===== config.mk =====
export PLATFORM = sky130hd
export DESIGN_NAME = wrr_arbiter_flat
export DESIGN_NICKNAME = d
export VERILOG_FILES = /design/src/rtl/wrr_arbiter_if.sv /design/src/rtl/wrr_arbiter.sv /design/src/flat_wrapper.sv
export SDC_FILE = /design/constraint.sdc
export NUM_CORES = 1
export LEC_CHECK = 0
export CAP_MARGIN = 15
export CORE_MARGIN = 5
export CORE_UTILIZATION = 50
export DETAILED_ROUTE_END_ITERATION = 12
export GPL_TIMING_DRIVEN = 0
export PLACE_DENSITY = 0.78
export SLEW_MARGIN = 25
export SYNTH_ARGS = -nofsm -noshare
export SYNTH_HDL_FRONTEND = slang
export SYNTH_SLANG_ARGS = --single-unit

===== constraint.sdc =====
create_clock -name clk -period 2.4 [get_ports clk]
set_input_delay 0.72 -clock clk [delete_from_list [all_inputs] [get_ports clk]]
set_output_delay 0.72 -clock clk [all_outputs]
set_load 0.03 [all_outputs]

===== src/rtl/wrr_arbiter_if.sv =====
// Request/grant and weight-configuration bundle for the weighted round-robin arbiter.
// master = requester/config side, slave = arbiter side.
interface wrr_arbiter_if #(
  parameter int unsigned NREQ     = 4,
  parameter int unsigned WEIGHT_W = 4,
  parameter int unsigned IDX_W    = 2
);
  logic [NREQ-1:0]     req;
  logic                beat;
  logic                cfg_we;
  logic [IDX_W-1:0]    cfg_idx;
  logic [WEIGHT_W-1:0] cfg_weight;
  logic [NREQ-1:0]     gnt;
  logic                gnt_valid;
  logic [IDX_W-1:0]    gnt_id;
  logic [WEIGHT_W-1:0] credit;

  modport master (
    output req, beat, cfg_we, cfg_idx, cfg_weight,
    input  gnt, gnt_valid, gnt_id, credit
  );

  modport slave (
    input  req, beat, cfg_we, cfg_idx, cfg_weight,
    output gnt, gnt_valid, gnt_id, credit
  );
endinterface


===== src/rtl/wrr_arbiter.sv =====
// Weighted round-robin arbiter: each grantee keeps the grant for up to weight[i]
// accepted beats, then rotation moves on with no idle bubble between grantees.
module wrr_arbiter #(
  parameter int unsigned NREQ     = 4,
  parameter int unsigned WEIGHT_W = 4,
  parameter int unsigned IDX_W    = 2
) (
  input  logic         clk,
  input  logic         rst_n,
  wrr_arbiter_if.slave bus
);

  typedef enum logic {IDLE = 1'b0, GRANT = 1'b1} state_t;

  state_t              state, nxt_state;
  logic [WEIGHT_W-1:0] weight [NREQ];
  logic [WEIGHT_W-1:0] wt_eff [NREQ];
  logic [NREQ-1:0]     elig, cand, gnt_q, nxt_gnt;
  logic [IDX_W-1:0]    ptr, nxt_ptr, gnt_id_q, nxt_gnt_id, base, win;
  logic [WEIGHT_W-1:0] credit_q, nxt_credit;
  logic                valid_q, found, rel, last_beat;

  // A write landing this cycle is already visible to eligibility and credit loads.
  always_comb begin
    for (int i = 0; i < int'(NREQ); i++) begin
      wt_eff[i] = weight[i];
      if (bus.cfg_we && (bus.cfg_idx == IDX_W'(i))) wt_eff[i] = bus.cfg_weight;
      elig[i] = bus.req[i] && (wt_eff[i] != '0);
    end
  end

  assign last_beat = bus.beat && (credit_q == WEIGHT_W'(1));
  assign rel       = (state == GRANT) &&
                     (last_beat || !bus.req[gnt_id_q] || (wt_eff[gnt_id_q] == '0));
  assign base      = (state == GRANT) ? gnt_id_q : ptr;
  assign cand      = (state == GRANT) ? (elig & ~(NREQ'(1) << gnt_id_q)) : elig;

  // First candidate scanning base+1, base+2, ... modulo NREQ.
  always_comb begin
    found = 1'b0;
    win   = base;
    for (int k = 1; k <= int'(NREQ); k++) begin
      if (!found && cand[IDX_W'((int'(base) + k) % int'(NREQ))]) begin
        found = 1'b1;
        win   = IDX_W'((int'(base) + k) % int'(NREQ));
      end
    end
  end

  always_comb begin
    nxt_state  = state;
    nxt_gnt    = gnt_q;
    nxt_gnt_id = gnt_id_q;
    nxt_credit = credit_q;
    nxt_ptr    = ptr;
    case (state)
      IDLE: begin
        if (found) begin
          nxt_state  = GRANT;
          nxt_gnt    = NREQ'(1) << win;
          nxt_gnt_id = win;
          nxt_credit = wt_eff[win];
        end
      end
      GRANT: begin
        if (rel) begin
          nxt_ptr = gnt_id_q;
          if (found) begin
            nxt_gnt    = NREQ'(1) << win;
            nxt_gnt_id = win;
            nxt_credit = wt_eff[win];
          end else if (elig[gnt_id_q]) begin
            nxt_credit = wt_eff[gnt_id_q];
          end else begin
            nxt_state  = IDLE;
            nxt_gnt    = '0;
            nxt_credit = '0;
          end
        end else if (bus.beat && (credit_q != '0)) begin
          nxt_credit = credit_q - WEIGHT_W'(1);
        end
      end
      default: nxt_state = IDLE;
    endcase
  end

  always_ff @(posedge clk or negedge rst_n) begin
    if (!rst_n) begin
      state    <= IDLE;
      gnt_q    <= '0;
      valid_q  <= 1'b0;
      gnt_id_q <= '0;
      credit_q <= '0;
      ptr      <= IDX_W'(NREQ - 1);
      for (int i = 0; i < int'(NREQ); i++) weight[i] <= WEIGHT_W'(1);
    end else begin
      state    <= nxt_state;
      gnt_q    <= nxt_gnt;
      valid_q  <= (nxt_state == GRANT);
      gnt_id_q <= nxt_gnt_id;
      credit_q <= nxt_credit;
      ptr      <= nxt_ptr;
      for (int i = 0; i < int'(NREQ); i++) weight[i] <= wt_eff[i];
    end
  end

  assign bus.gnt       = gnt_q;
  assign bus.gnt_valid = valid_q;
  assign bus.gnt_id    = gnt_id_q;
  assign bus.credit    = credit_q;

endmodule


===== src/flat_wrapper.sv =====
// flat-port wrapper written by rule: the top's interface ports become plain ports
module wrr_arbiter_flat 
#(
  parameter int unsigned NREQ     = 4,
  parameter int unsigned WEIGHT_W = 4,
  parameter int unsigned IDX_W    = 2
)
  (clk, rst_n, bus_req, bus_beat, bus_cfg_we, bus_cfg_idx, bus_cfg_weight, bus_gnt, bus_gnt_valid, bus_gnt_id, bus_credit);
  wrr_arbiter_if #(.NREQ(NREQ), .WEIGHT_W(WEIGHT_W), .IDX_W(IDX_W)) bus_i ();
  input  logic clk;
  input  logic rst_n;
  input wire logic [$bits(bus_i.req)-1:0] bus_req;
  input wire logic [$bits(bus_i.beat)-1:0] bus_beat;
  input wire logic [$bits(bus_i.cfg_we)-1:0] bus_cfg_we;
  input wire logic [$bits(bus_i.cfg_idx)-1:0] bus_cfg_idx;
  input wire logic [$bits(bus_i.cfg_weight)-1:0] bus_cfg_weight;
  output wire logic [$bits(bus_i.gnt)-1:0] bus_gnt;
  output wire logic [$bits(bus_i.gnt_valid)-1:0] bus_gnt_valid;
  output wire logic [$bits(bus_i.gnt_id)-1:0] bus_gnt_id;
  output wire logic [$bits(bus_i.credit)-1:0] bus_credit;
  assign bus_i.req = bus_req;
  assign bus_i.beat = bus_beat;
  assign bus_i.cfg_we = bus_cfg_we;
  assign bus_i.cfg_idx = bus_cfg_idx;
  assign bus_i.cfg_weight = bus_cfg_weight;
  assign bus_gnt = bus_i.gnt;
  assign bus_gnt_valid = bus_i.gnt_valid;
  assign bus_gnt_id = bus_i.gnt_id;
  assign bus_credit = bus_i.credit;
  wrr_arbiter #(.NREQ(NREQ), .WEIGHT_W(WEIGHT_W), .IDX_W(IDX_W)) u_core (.clk(clk), .rst_n(rst_n), .bus(bus_i));
endmodule

* Word level (Yosys, flattened, before mapping) *
Index checks and enable logic that the tools add are counted.

storage, ports and cells
  flip-flop bits (word level) = 29
  bits of input ports = 14
  output and inout port bits = 11
  logic and storage cells = 121

operators by class
  add/sub/neg operators = 5
  order comparisons = 7
  equal/unequal tests = 8
  shifts and indexed selects = 2
  multiplexer cells = 55
  bitwise logic cells = 5
  reductions and logical operators = 30

operator list
  operator             number
  $mux 4               18
  $reduce_bool 4->1    5
  $mux 1               18
  $bmux 4 s2           2
  $lt 2x4->1 const B   4
  $pmux 4 s2           2
  $logic_and 1x1->1    14
  $mux 2               7
  $bmux 1 s2           6
  $shl 1x2->4 const A  2
  $ge 3x3->1 const B   2
  $ne 3x3->1 const B   2
  $not 2->3            2
  $add 2x1->2 const B  2
  $add 2x2->2 const B  2
  $and 4x4->4          1
  $eq 2x2->1 const B   2
  $eq 4x1->1 const B   1
  $logic_not 1->1      4
  $logic_not 4->1      1
  $not 4->4            1
  $pmux 2 s2           1
  $reduce_and 2->1     2
  $sub 4x1->4 const B  1
  other kinds (9)      10

* Longest topological paths before layout *
Gate-level depths: netlist of the first run.

  word-level depth = 27
  depth in mapped cells = 10
  depth with buffers taken out = 8

* Least setup slack after synthesis of the first run *
Ideal clock, no wire load.

  path type = input to register
  start = input bus_cfg_idx[0]
  end = register u_core.credit_q[2], in the netlist u_core.bus.credit[2]
  setup time = 0.139 ns
  data arrival time = 2.542 ns
  data required time = 2.261 ns
  setup slack = -0.282 ns
  cell stages on the path = 10
  buffers on the path = 3
  cells stage by stage = buf_6 > nand3b_1 > mux2i_1 > and3_1 > or4_4 > buf_6 > o21a_4 > buf_6 > o2111ai_1 > o2111ai_1

on the way
  longest elaborated chain between the ends = 27
  elaborated cells between the ends (all ways) = 68
  classes of those cells = 5 x eq/ne; 38 x mux; 2 x bitwise; 23 x reduce/logical

RTL lines
  what                                        line                                  RTL
  start, declared                             flat_wrapper.sv:15                    input wire logic [$bits(bus_i.cfg_idx)-1:0] bus_cfg_idx;
  $eq 2x1->1, or another cell as far along    wrr_arbiter.sv:27                     if (bus.cfg_we && (bus.cfg_idx == IDX_W'(i))) wt_eff[i] = bus.cfg_weight;
  $logic_and 1x1->1                           wrr_arbiter.sv:27
  $mux 4                                      wrr_arbiter.sv:27
  $reduce_bool 4->1                           wrr_arbiter.sv:28                     elig[i] = bus.req[i] && (wt_eff[i] != '0);
  $logic_and 1x1->1                           wrr_arbiter.sv:28
  $and 4x4->4                                 wrr_arbiter.sv:36                     assign cand = (state == GRANT) ? (elig & ~(NREQ'(1) << gnt_id_q)) : elig;
  $mux 4                                      wrr_arbiter.sv:36
  $bmux 1 s2                                  wrr_arbiter.sv:43                     if (!found && cand[IDX_W'((int'(base) + k) % int'(NREQ))]) begin
  [... 10 more ...]                           --
  $logic_and 1x1->1                           wrr_arbiter.sv:43
  $mux 2                                      wrr_arbiter.sv:43
  $not 2->3 (implied by the code)             wrr_arbiter.sv:62, wrr_arbiter.sv:71
  $bmux 4 s2                                  wrr_arbiter.sv:62, wrr_arbiter.sv:71
  $mux 4 (implied by the code) (2 in series)  wrr_arbiter.sv:62, wrr_arbiter.sv:71
  $mux 4                                      wrr_arbiter.sv:68                     if (found) begin
  $mux 4                                      wrr_arbiter.sv:66                     if (rel) begin
  $pmux 4 s2                                  wrr_arbiter.sv:56                     case (state)
  end signal, assigned                        wrr_arbiter.sv:101                    credit_q <= nxt_credit;
  end, declared                               wrr_arbiter.sv:20                     logic [WEIGHT_W-1:0] credit_q, nxt_credit;

Several ways; a longest one is shown, not always the timed one. The select of a mux whose other input is x is not followed.
A chain may end at the register's enable or synchronous reset.

* Worst setup path in the final report of the first run *
  start = register u_core.weight[1] (netlist name)
  end = register u_core.credit_q[0], in the netlist u_core.bus.credit[0]

on the way
  longest elaborated chain between the ends = 25
  elaborated cells between the ends (all ways) = 51
  classes of those cells = 2 x eq/ne; 35 x mux; 2 x bitwise; 12 x reduce/logical

RTL lines
  what                                        line                                  RTL
  start, declared                             wrr_arbiter.sv:16                     logic [WEIGHT_W-1:0] weight [NREQ];
  $mux 4 (*)                                  wrr_arbiter.sv:27
  $reduce_bool 4->1                           wrr_arbiter.sv:28
  $logic_and 1x1->1                           wrr_arbiter.sv:28
  $and 4x4->4                                 wrr_arbiter.sv:36
  $mux 4                                      wrr_arbiter.sv:36
  $bmux 1 s2                                  wrr_arbiter.sv:43
  $mux 1 (implied by the code) (2 in series)  wrr_arbiter.sv:43
  $mux 1                                      wrr_arbiter.sv:43
  [... 7 more ...]                            --
  $logic_and 1x1->1                           wrr_arbiter.sv:43
  $mux 2                                      wrr_arbiter.sv:43
  $not 2->3 (implied by the code)             wrr_arbiter.sv:62, wrr_arbiter.sv:71
  $bmux 4 s2                                  wrr_arbiter.sv:62, wrr_arbiter.sv:71
  $mux 4 (implied by the code) (2 in series)  wrr_arbiter.sv:62, wrr_arbiter.sv:71
  $mux 4                                      wrr_arbiter.sv:68
  $mux 4                                      wrr_arbiter.sv:66
  $pmux 4 s2                                  wrr_arbiter.sv:56

Mark *: on every way between the ends. The rest lies on a longest branch, timed or not. The select of a mux whose other input is x is not followed.

==> summary.md, run 1 <==
| Metric | Value |
|---|---|
| Status | `finished, violations left` |
| Failing checks | `setup timing` |
| Via count | `2089` |
| Final setup viols | `11` |
| DPL Wire Length | `4110 µm` |
| Rel. slew slack | `0.557` |
| Synthesized area | `0.00212 mm²` |
| CP arrival | `2.88 ns` |
| Final instance area | `0.00305 mm²` |
| FFs w/ async S/R, synth | `1.00` |
| Fin nets | `282` |
| Worst slack at placement | `-1.13 ns` |
| Ys flop type | `dfrtp_1` |
| Worst setup EP type | `flip-flop` |
| Mean Syn Cell Area | `10.3 µm²` |
| Cell row count | `23` |
| Clock skew | `0.00814 ns` |
| Vias in the first global route | `2006` |
| Die Y | `75.2 µm` |
| WL per Instance | `21.6 µm` |
| # fillers | `246` |
| Die W | `75.2 µm` |
| WP data required | `2.62 ns` |
| CTS Buffer Depth | `2` |
| Placer Congestion | `0.857` |
| Final Hold Fails | `0` |
| Power density over cell area | `1480 mW/mm²` |
| DRC marker count from the first detailed-route iteration | `284` |
| First-pass GRT wire length | `10200 µm` |
| Critical Path Fanout Max | `8` |
| Die area | `0.00565 mm²` |
| Synth Net Count | `223` |
| GRT Total Usage | `0.243` |
| Reg clk slew, reported paths | `0.07 ns` |
| Largest cells by area after synthesis | `dfrtp_1, mux2_2, mux2i_1, dfstp_2, o211ai_1` |
| Seq cells post-synth | `29` |
| Port bufs | `22` |
| R2r worst-path depth | `7` |
| Post-route setup slack | `-0.264 ns` |
| Largest area contributor in the netlist | `dfrtp_1` |
| Synthesis Warnings | `0` |
| MaxCap Viol Count | `0` |
| Total CTS buffers | `5` |
| H-tree levels | `2` |
| Slew Limit Fails | `0` |
| Pin count of the biggest net entering global routing | `30` |
| Commonest non-fill, non-tap cells in the layout | `buf_4, dfrtp_1, mux2_2` |
| Clk sink count | `29` |
| Fin crit period | `2.66 ns` |
| Peak supply drop | `0.000821 V` |
| Clock Tree Root | `clkbuf_8` |
| Setup CP Type | `reg -> reg` |
| EDFF count, synth | `0` |
| Worst Setup Start Kind | `flip-flop` |
| Period utilisation layout | `1.11` |
| Total grt overflow | `0` |
| Post-synth cell types | `54` |
| Initial antenna violation count | `0` |
| Post-DR vias/cell | `6.61` |
| Core Region | `0.00406 mm²` |
| First-pass DRT Iterations | `4` |
| Share of cells above drive strength 1 | `0.485` |
| Commonest non-fill, non-tap cell in the layout | `buf_4` |
| Mapped Cells | `206` |
| Area fraction of the dominant cell type after synthesis | `0.271` |
| Starting density of the core | `0.524` |
| Tightest Pin Transition | `0.664 ns` |
| Post-layout util | `0.751` |
| HP Class | `in -> async` |
| Area delta synth->final | `43.5%` |
| Routed WL | `6830 µm` |
| Max Freq | `0.375 GHz` |
| Seq/Total Area, Yosys | `0.345` |
| Placed inst area | `0.00243 mm²` |
| Ant diodes | `0` |
| Clk_lat worst skew | `0.30 ns` |
| CTS tree | `built` |
| Leakage Power | `1.23 nW` |
| RSZ-0062 raised after global routing | `true` |
| Detail Route Antenna Nets | `0` |
| DRC errors left | `0` |
| I/O pin cnt | `25` |
[synthesized netlist by cell type, types with 3 or more instances]
cell	n
buf_6	3
buf_2	4
nand2_1	15
mux2_2	18
inv_1	5
mux2i_1	16
nand3_1	4
nor2_1	3
or3_1	7
nor3_1	8
nand2b_1	6
o21ai_0	10
nor4_1	7
o2111ai_1	8
o211ai_1	13
ha_1	3
dfstp_2	6
dfrtp_1	23
[through the flow]
stage                     hold WS, ns  cells  power, mW  TNS [ns]
after floorplan                 0.424    206       2.45     -1.97
after global placement          0.466    278       2.98    -11.75
after detailed placement        0.473    278       3.01    -12.19
after CTS                       0.468    299       3.88    -0.577
after global routing            0.511    316       4.76     -2.01
final                           0.451    316       4.52     -1.81
[routing by layer]
| metal | up-vias | share of wire | track usage |
|---|---|---|---|
| li1 | 923 | - | - |
| met2 | 111 | 0.47 | 0.376 |
| met5 | - | 0 | 0 |
| met1 | 1026 | 0.42 | 0.318 |
| met4 | 0 | 0.041 | 0.120 |
| met3 | 29 | 0.063 | 0.0587 |
[timing repair]
action | 4_1_cts | 5_1_grt
pin swaps | 17 | 20
gates cloned | 1 | 0
setup buffers | 14 | 17
gates resized for setup | 68 | 33
setup endpoints to repair | 13 | 12
hold buffers | 0 | 0
[area by class of cell]
cell class	count	area, µm²	area share
timing repair buffer	54	479	0.157
clock inverter	3	17.5	0.00574
buffer	9	105	0.0345
sequential	29	734	0.241
clock buffer	5	68.8	0.0226
tap	50	62.6	0.0205
multi-input combinational	161	1560	0.513
inverter	5	18.8	0.00616
[path summary, 6_finish.rpt]
check	startpoint	endpoint	slack, ns
worst max-delay path	u_core.weight[1]	u_core.bus.credit[0]	-0.26
worst min-delay path	rst_n	u_core.weight[5]	0.45
worst max register to register	u_core.weight[1]	u_core.bus.credit[0]	-0.26
worst min register to register	u_core.ptr[0]	u_core.ptr[0]	0.49
max in group asynchronous	rst_n	u_core.bus.gnt_id[0]	1.48
min in group clk	u_core.ptr[0]	u_core.ptr[0]	0.49
[kinds of logic (layout without fill, tap and decap cells)]
family,after synthesis,after routing,share of synthesized area
xor gates and xnor gates,2,2,0.0118
AOI/OAI and AO/OA,52,52,0.194
muxes,36,36,0.188
DFF,29,29,0.345
adders and majority gates,3,3,0.0177
and+or+nand+nor,68,68,0.198
buffers and inverters,16,76,0.0448
[where the power goes]
part,internal (mW),switching [mW],total [mW]
logic,1.52,1.76,3.28
clock network,0.200,0.213,0.413
registers,0.671,0.146,0.817
total,2.39,2.12,4.52
[critical path, stage by stage (launching register included)]
cell and delay, ns:
dfrtp_1 0.40, nor4_1 0.49, mux2i_1 0.24, and3_1 0.26
or4_4 0.53, nor4_1 0.37, o21ai_1 0.15, nand4_1 0.15
[registers in the layout, summed over array words and instances (netlist names)]
register,count
u_core.state,1
u_core.bus.gnt,4
u_core.ptr,2
u_core.bus.credit,4
u_core.bus.gnt_id,2
u_core.weight,16
(Power assumes the default switching activity.)
==> run 2: changes to the inputs <==
--- a/config.mk
+++ b/config.mk
@@ -10,6 +10,7 @@
 export CORE_UTILIZATION = 50
 export DETAILED_ROUTE_END_ITERATION = 12
 export GPL_TIMING_DRIVEN = 0
+export MAX_ROUTING_LAYER = met4
 export PLACE_DENSITY = 0.78
 export SLEW_MARGIN = 25
 export SYNTH_ARGS = -nofsm -noshare
==> summary.md, run 2 (same netlist as run 1, synthesis figures left out) <==
| Metric | Value |
|---|---|
| Status | `finished, violations left` |
| Failing checks | `setup timing` |
| Rel. slew slack | `0.563 (+0.00600)` |
| Peak supply drop | `0.000826 V (+0.57%)` |
| Commonest non-fill, non-tap cell in the layout | `buf_4` |
| Fin crit period | `2.68 ns (+0.0212 ns)` |
| R2R Setup Slk | `-0.28 ns (-0.02 ns)` |
| Max Freq | `0.372 GHz (-0.79%)` |
| Period utilisation layout | `1.12 (+0.00884)` |
| Hold-fix buffers, CTS | `0 (unchanged)` |
| Max reg flops | `16 (unchanged)` |
| Initial antenna violation count | `0 (unchanged)` |
| Placed inst area | `0.00243 mm² (unchanged)` |
| CTS Buffer Depth | `2 (unchanged)` |
| Setup TNS | `-1.71 ns (+0.100 ns)` |
| Post-route setup slack | `-0.285 ns (-0.0212 ns)` |
| Final setup viols | `11 (unchanged)` |
| Fin Hold WS | `0.451 ns (+0.000584 ns)` |
| First-pass DRT Iterations | `4 (unchanged)` |
| Total grt overflow | `0 (unchanged)` |
| Clock share of power | `0.090 (about the same)` |
| Int Pwr | `2.39 mW (about the same)` |
| Slew Limit Fails | `0 (unchanged)` |
| Worst r2r src | `u_core.weight[1]` |
| Vias in the first global route | `2012 (+0.30%)` |
| DPL Wire Length | `4110 µm (unchanged)` |
| I/O pin cnt | `25 (unchanged)` |
| Clock skew | `0.00658 ns (-0.00156 ns)` |
| DRC errors left | `0 (unchanged)` |
| Critical Path Fanout Max | `8 (unchanged)` |
| Share of cells above drive strength 1 | `0.485 (unchanged)` |
| Die W | `75.2 µm (unchanged)` |
| Core Region | `0.00406 mm² (unchanged)` |
| Final instance area | `0.00305 mm² (unchanged)` |
| First-pass GRT wire length | `10200 µm (+0.14%)` |
| Leakage Power | `1.23 nW (unchanged)` |
| Die Y | `75.2 µm (unchanged)` |
| R2r worst-path depth | `7 (unchanged)` |
| Die area | `0.00565 mm² (unchanged)` |
| GRT Total Usage | `0.251 (+0.00778)` |
| WL per Instance | `21.6 µm (about the same)` |
| H-tree levels | `2 (unchanged)` |
| Sw frac | `0.471 (+0.000671)` |
| Port bufs | `22 (unchanged)` |
| Total CTS buffers | `5 (unchanged)` |
| Net Sw Power | `2.13 mW (+0.29%)` |
| Worst slack at placement | `-1.13 ns (unchanged)` |
| Reg clk slew, reported paths | `0.07 ns (about the same)` |
| Routed WL | `6830 µm (about the same)` |
| Worst setup EP type | `flip-flop` |
| Pin count of the biggest net entering global routing | `30 (unchanged)` |
| Setup CP Type | `reg -> reg` |
| CP arrival | `2.90 ns (+0.02 ns)` |
| Ant diodes | `0 (unchanged)` |
| Cell row count | `23 (unchanged)` |
| Clk sink count | `29 (unchanged)` |
| Biggest register | `u_core.weight` |
| Logic pwr share | `0.729 (about the same)` |
| RR Endpoint | `u_core.bus.credit[0]` |
| Final Hold Fails | `0 (unchanged)` |
| RSZ-0062 raised after global routing | `true` |
| Post-DR vias/cell | `6.73 (+1.8%)` |
| Clk_lat worst skew | `0.29 ns (about the same)` |
| Area delta synth->final | `43.5% (unchanged)` |
| Total Power | `4.52 mW (+0.15%)` |
| Commonest non-fill, non-tap cells in the layout | `buf_4, dfrtp_1, mux2_2` |
| Detail Route Antenna Nets | `0 (unchanged)` |
| MaxCap Viol Count | `0 (unchanged)` |
| Flop pwr share | `0.181 (about the same)` |
| Worst Setup Start Kind | `flip-flop` |
| Starting density of the core | `0.524 (unchanged)` |
| Tightest Pin Transition | `0.655 ns (-0.00900 ns)` |
| HP Class | `in -> async` |
| WP data required | `2.62 ns (about the same)` |
| DRC marker count from the first detailed-route iteration | `254 (-11%)` |
| Via count | `2126 (+1.8%)` |
| Fin nets | `282 (unchanged)` |
| Power density over cell area | `1480 mW/mm² (+0.15%)` |
| Clock Tree Root | `clkbuf_8` |
| Placer Congestion | `0.870 (+1.6%)` |
| CTS tree | `built` |
## run 2: cell counts in the layout (fill, tap and decap cells not counted)
No cell type changed its count.
## run 2: layout make-up
cell class	count	area, µm²
Multi-Input combinational cell	161	1560
Fill cell	246	1010
Sequential cell	29	734
Timing Repair Buffer	54	479
Buffer	9	105
Clock buffer	5	68.8
Tap cell	50	62.6
Inverter	5	18.8
Clock inverter	3	17.5
## run 2: metrics by stage
| stage | utilization | std cells |
|---|---|---|
| floorplan | - | 206 |
| finish | 0.751 | 316 |
| global route | 0.751 | 316 |
| detailed placement | 0.599 | 278 |
| CTS | 0.688 | 299 |
| global placement | 0.600 | 278 |
## run 2: layer usage
metal,vias up,wire length [µm],global-route usage
met5,-,0,-
met3,35,526,0.0587
met4,0,297,0.120
met1,1033,2770,0.318
li1,926,-,-
met2,132,3230,0.377
## run 2: worst max-delay path by stage
| stage | slack [ns] | cells after the start | start | to |
|---|---|---|---|---|
| 5_1_grt | -0.28 | 13 | u_core.bus.gnt_id[1] | u_core.bus.credit[0] |
| 6_report | -0.28 | 7 | u_core.weight[1] | u_core.bus.credit[0] |
| 2_1_floorplan | -0.25 | 8 | bus_cfg_idx[0] | u_core.bus.credit[1] |
| 3_5_place_dp | -1.13 | 9 | bus_cfg_idx[1] | u_core.bus.credit[3] |
| 4_1_cts | -0.10 | 10 | bus_cfg_weight[3] | u_core.bus.credit[3] |
| 3_3_place_gp | -1.07 | 9 | bus_cfg_idx[1] | u_core.bus.credit[2] |
## run 2: repair_timing
action | in CTS | in global routing
setup endpoints to repair | 13 | 12
pin swaps | 17 | 20
cloned | 1 | 0
buffers inserted | 14 | 17
resized for setup | 68 | 33
## run 2: power by group through the flow
stage          clock [mW]  sequential (mW)  combinational, mW
6_report            0.409            0.818               3.30
2_1_floorplan           0            0.916               1.53
3_5_place_dp            0            0.801               2.21
3_3_place_gp            0            0.794               2.18
5_1_grt             0.440            0.831               3.49
4_1_cts             0.409            0.800               2.67
## run 2: worst max-delay path: stages (launching register included)
cell	delay (ns)
dfrtp_1	0.40
nor4_1	0.49
mux2i_1	0.23
and3_1	0.26
or4_4	0.53
nor4_1	0.38
o21ai_1	0.15
nand4_1	0.16
==> run 3: changes to the inputs <==
--- a/config.mk
+++ b/config.mk
@@ -12,7 +12,6 @@
 export GPL_TIMING_DRIVEN = 0
 export MAX_ROUTING_LAYER = met4
 export PLACE_DENSITY = 0.78
-export SLEW_MARGIN = 25
 export SYNTH_ARGS = -nofsm -noshare
 export SYNTH_HDL_FRONTEND = slang
 export SYNTH_SLANG_ARGS = --single-unit
==> summary.md, run 3 (same netlist as run 1, synthesis figures left out) <==
| Metric | Value |
|---|---|
| DPL Wire Length | `4200 µm (+2.1%)` |
| Critical Path Fanout Max | `8 (unchanged)` |
| Initial antenna violation count | `0 (unchanged)` |
| Placed inst area | `0.00245 mm² (+0.82%)` |
| Fin Hold WS | `0.507 ns (+0.0553 ns)` |
| Post-layout util | `0.728 (-0.0234)` |
| Period utilisation layout | `1.08 (-0.0419)` |
| HP Class | `reg -> reg` |
| Area delta synth->final | `39.0%` |
| Cell row count | `23 (unchanged)` |
| Via count | `2039 (-4.1%)` |
| Hold-fix buffers, CTS | `0 (unchanged)` |
| Total grt overflow | `0 (unchanged)` |
| Total Power | `4.21 mW (-6.9%)` |
| CP arrival | `2.74 ns (-0.16 ns)` |
| Ant diodes | `0 (unchanged)` |
| MaxCap Viol Count | `0 (unchanged)` |
| Clock Tree Root | `clkbuf_8` |
| RSZ-0062 raised after global routing | `true` |
| Commonest non-fill, non-tap cell in the layout | `dfrtp_1` |
| Reg clk slew, reported paths | `0.06 ns (about the same)` |
| Worst r2r src | `u_core.weight[1]` |
| Crit-path cells | `buf_12 -> buf_4 -> nand3_2 -> mux2i_2 -> nand4_1 -> a21oi_2 -> or2_2 -> mux2i_1 -> o2111ai_2` |
| CTS Buffer Depth | `2 (unchanged)` |
| Power density over cell area | `1420 mW/mm² (-4.0%)` |
| I/O pin cnt | `25 (unchanged)` |
| Placer Congestion | `0.870 (unchanged)` |
| GRT Total Usage | `0.245 (-0.00607)` |
| Setup CP Type | `in -> reg` |
| Crit path to | `u_core.bus.credit[2]` |
| First-pass GRT wire length | `9960 µm (-2.4%)` |
| Core Region | `0.00406 mm² (unchanged)` |
| Leakage Power | `1.18 nW (-4.2%)` |
| Final instance area | `0.00295 mm² (-3.1%)` |
| Clk_lat worst skew | `0.29 ns (about the same)` |
| Max reg flops | `16 (unchanged)` |
| Vias in the first global route | `2005 (-0.35%)` |
| Detail Route Antenna Nets | `0 (unchanged)` |
| Failing checks | `setup timing` |
| Pin count of the biggest net entering global routing | `19 (-37%)` |
| Clock skew | `0.00744 ns (+0.000868 ns)` |
| Biggest register | `u_core.weight` |
| # fillers | `264 (+7.3%)` |
| Routed WL | `6550 µm (-4.0%)` |
| Die area | `0.00565 mm² (unchanged)` |
| WP data required | `2.56 ns (-0.06 ns)` |
| RR Endpoint | `u_core.bus.credit[2]` |
| Setup TNS | `-1.07 ns (+0.636 ns)` |
| Port bufs | `22 (unchanged)` |
| WL per Instance | `21.3 µm (-1.2%)` |
| Status | `finished, violations left` |
| Post-route setup slack | `-0.184 ns (+0.101 ns)` |
| DRC marker count from the first detailed-route iteration | `157 (-38%)` |
| Worst setup EP type | `flip-flop` |
| Peak supply drop | `0.000978 V (+18%)` |
| Clk sink count | `29 (unchanged)` |
| Worst path max stage delay | `0.38 ns (-0.15 ns)` |
| Worst Setup Start Kind | `input pin` |
| Slew Limit Fails | `0 (unchanged)` |
| Critical Path Source | `bus_cfg_idx[0]` |
| Post-DR vias/cell | `6.64 (-1.3%)` |
| Final Hold Fails | `0 (unchanged)` |
| R2r worst-path depth | `7 (unchanged)` |
| Commonest non-fill, non-tap cells in the layout | `dfrtp_1, buf_4, mux2_2` |
| Tightest Pin Transition | `0.903 ns (+0.249 ns)` |
| Fin crit period | `2.58 ns (-0.101 ns)` |
| First-pass DRT Iterations | `4 (unchanged)` |
| Rel. slew slack | `0.396 (-0.168)` |
| DRC errors left | `0 (unchanged)` |
| Total CTS buffers | `5 (unchanged)` |
| CP max-delay cell | `a21oi_2` |
| WP buf/inv | `2 (+2)` |
| Top Family by Delay on Critical Path | `simple AND/OR/NAND/NOR gates` |
| H-tree levels | `2 (unchanged)` |
| CTS tree | `built` |
| Levels on crit path | `9 (+2)` |
| Max Freq | `0.387 GHz (+3.9%)` |
| Die W | `75.2 µm (unchanged)` |
| Share of cells above drive strength 1 | `0.459 (-0.0258)` |
| Final setup viols | `10 (-1)` |
| Starting density of the core | `0.524 (unchanged)` |
| Fin nets | `273 (-3.2%)` |
| Die Y | `75.2 µm (unchanged)` |
| R2R Setup Slk | `-0.17 ns (+0.11 ns)` |
## run 3: worst reg2reg max path, delay by kind of cell, from the launching register on
family / cells / cell delay (ns)
AND/OR/NAND/NOR: 3 / 1.14
multiplexers: 2 / 0.46
AO/OA/AOI/OAI: 2 / 0.43
flip-flops: 1 / 0.40
## run 3: final cells by class
cell class,instances,area (µm²),area share
Clock buffer,5,68.8,0.0233
Inverter,5,18.8,0.00635
Timing Repair Buffer,45,420,0.142
Multi-Input combinational cell,161,1550,0.523
Sequential cell,29,734,0.249
Clock inverter,3,17.5,0.00593
Tap cell,50,62.6,0.0212
Buffer,9,86.3,0.0292
## run 3: power by group
part | switching, mW | internal (mW) | leakage, nW
clock | 0.201 | 0.199 | 0.0439
sequential | 0.140 | 0.671 | 0.339
combinational | 1.67 | 1.32 | 0.795
total | 2.01 | 2.19 | 1.18
## run 3: worst min path at each step
stage                       from                    to  slack, ns  cells after the start
4_1_cts        u_core.bus.gnt[0]     u_core.bus.gnt[0]       0.50                      1
3_5_place_dp   u_core.bus.gnt[0]     u_core.bus.gnt[0]       0.47                      1
6_report       u_core.bus.gnt[2]     u_core.bus.gnt[2]       0.51                      1
3_3_place_gp       u_core.ptr[0]         u_core.ptr[0]       0.47                      2
5_1_grt            u_core.ptr[0]         u_core.ptr[0]       0.54                      2
2_1_floorplan              rst_n  u_core.bus.credit[0]       0.42                      0
## run 3: stage by stage
| step | setup WS, ns | std cells |
|---|---|---|
| global route | -0.222 | 307 |
| detailed placement | -1.09 | 279 |
| floorplan | -0.246 | 206 |
| global placement | -1.07 | 278 |
| CTS | -0.0989 | 302 |
| finish | -0.184 | 307 |
## run 3: layer usage
metal  vias to the layer above  wire [µm]  global-route usage
met3                        28        500              0.0534
met1                      1012       2620               0.308
met2                        97       3150               0.373
met5                         -          0                   -
li1                        902          -                   -
met4                         0        279               0.117
## run 3: timing repair
item,in CTS,in global routing
setup buffers,16,5
pin swaps,17,14
gates cloned,1,0
setup endpoints to repair,13,12
resized for setup,65,22
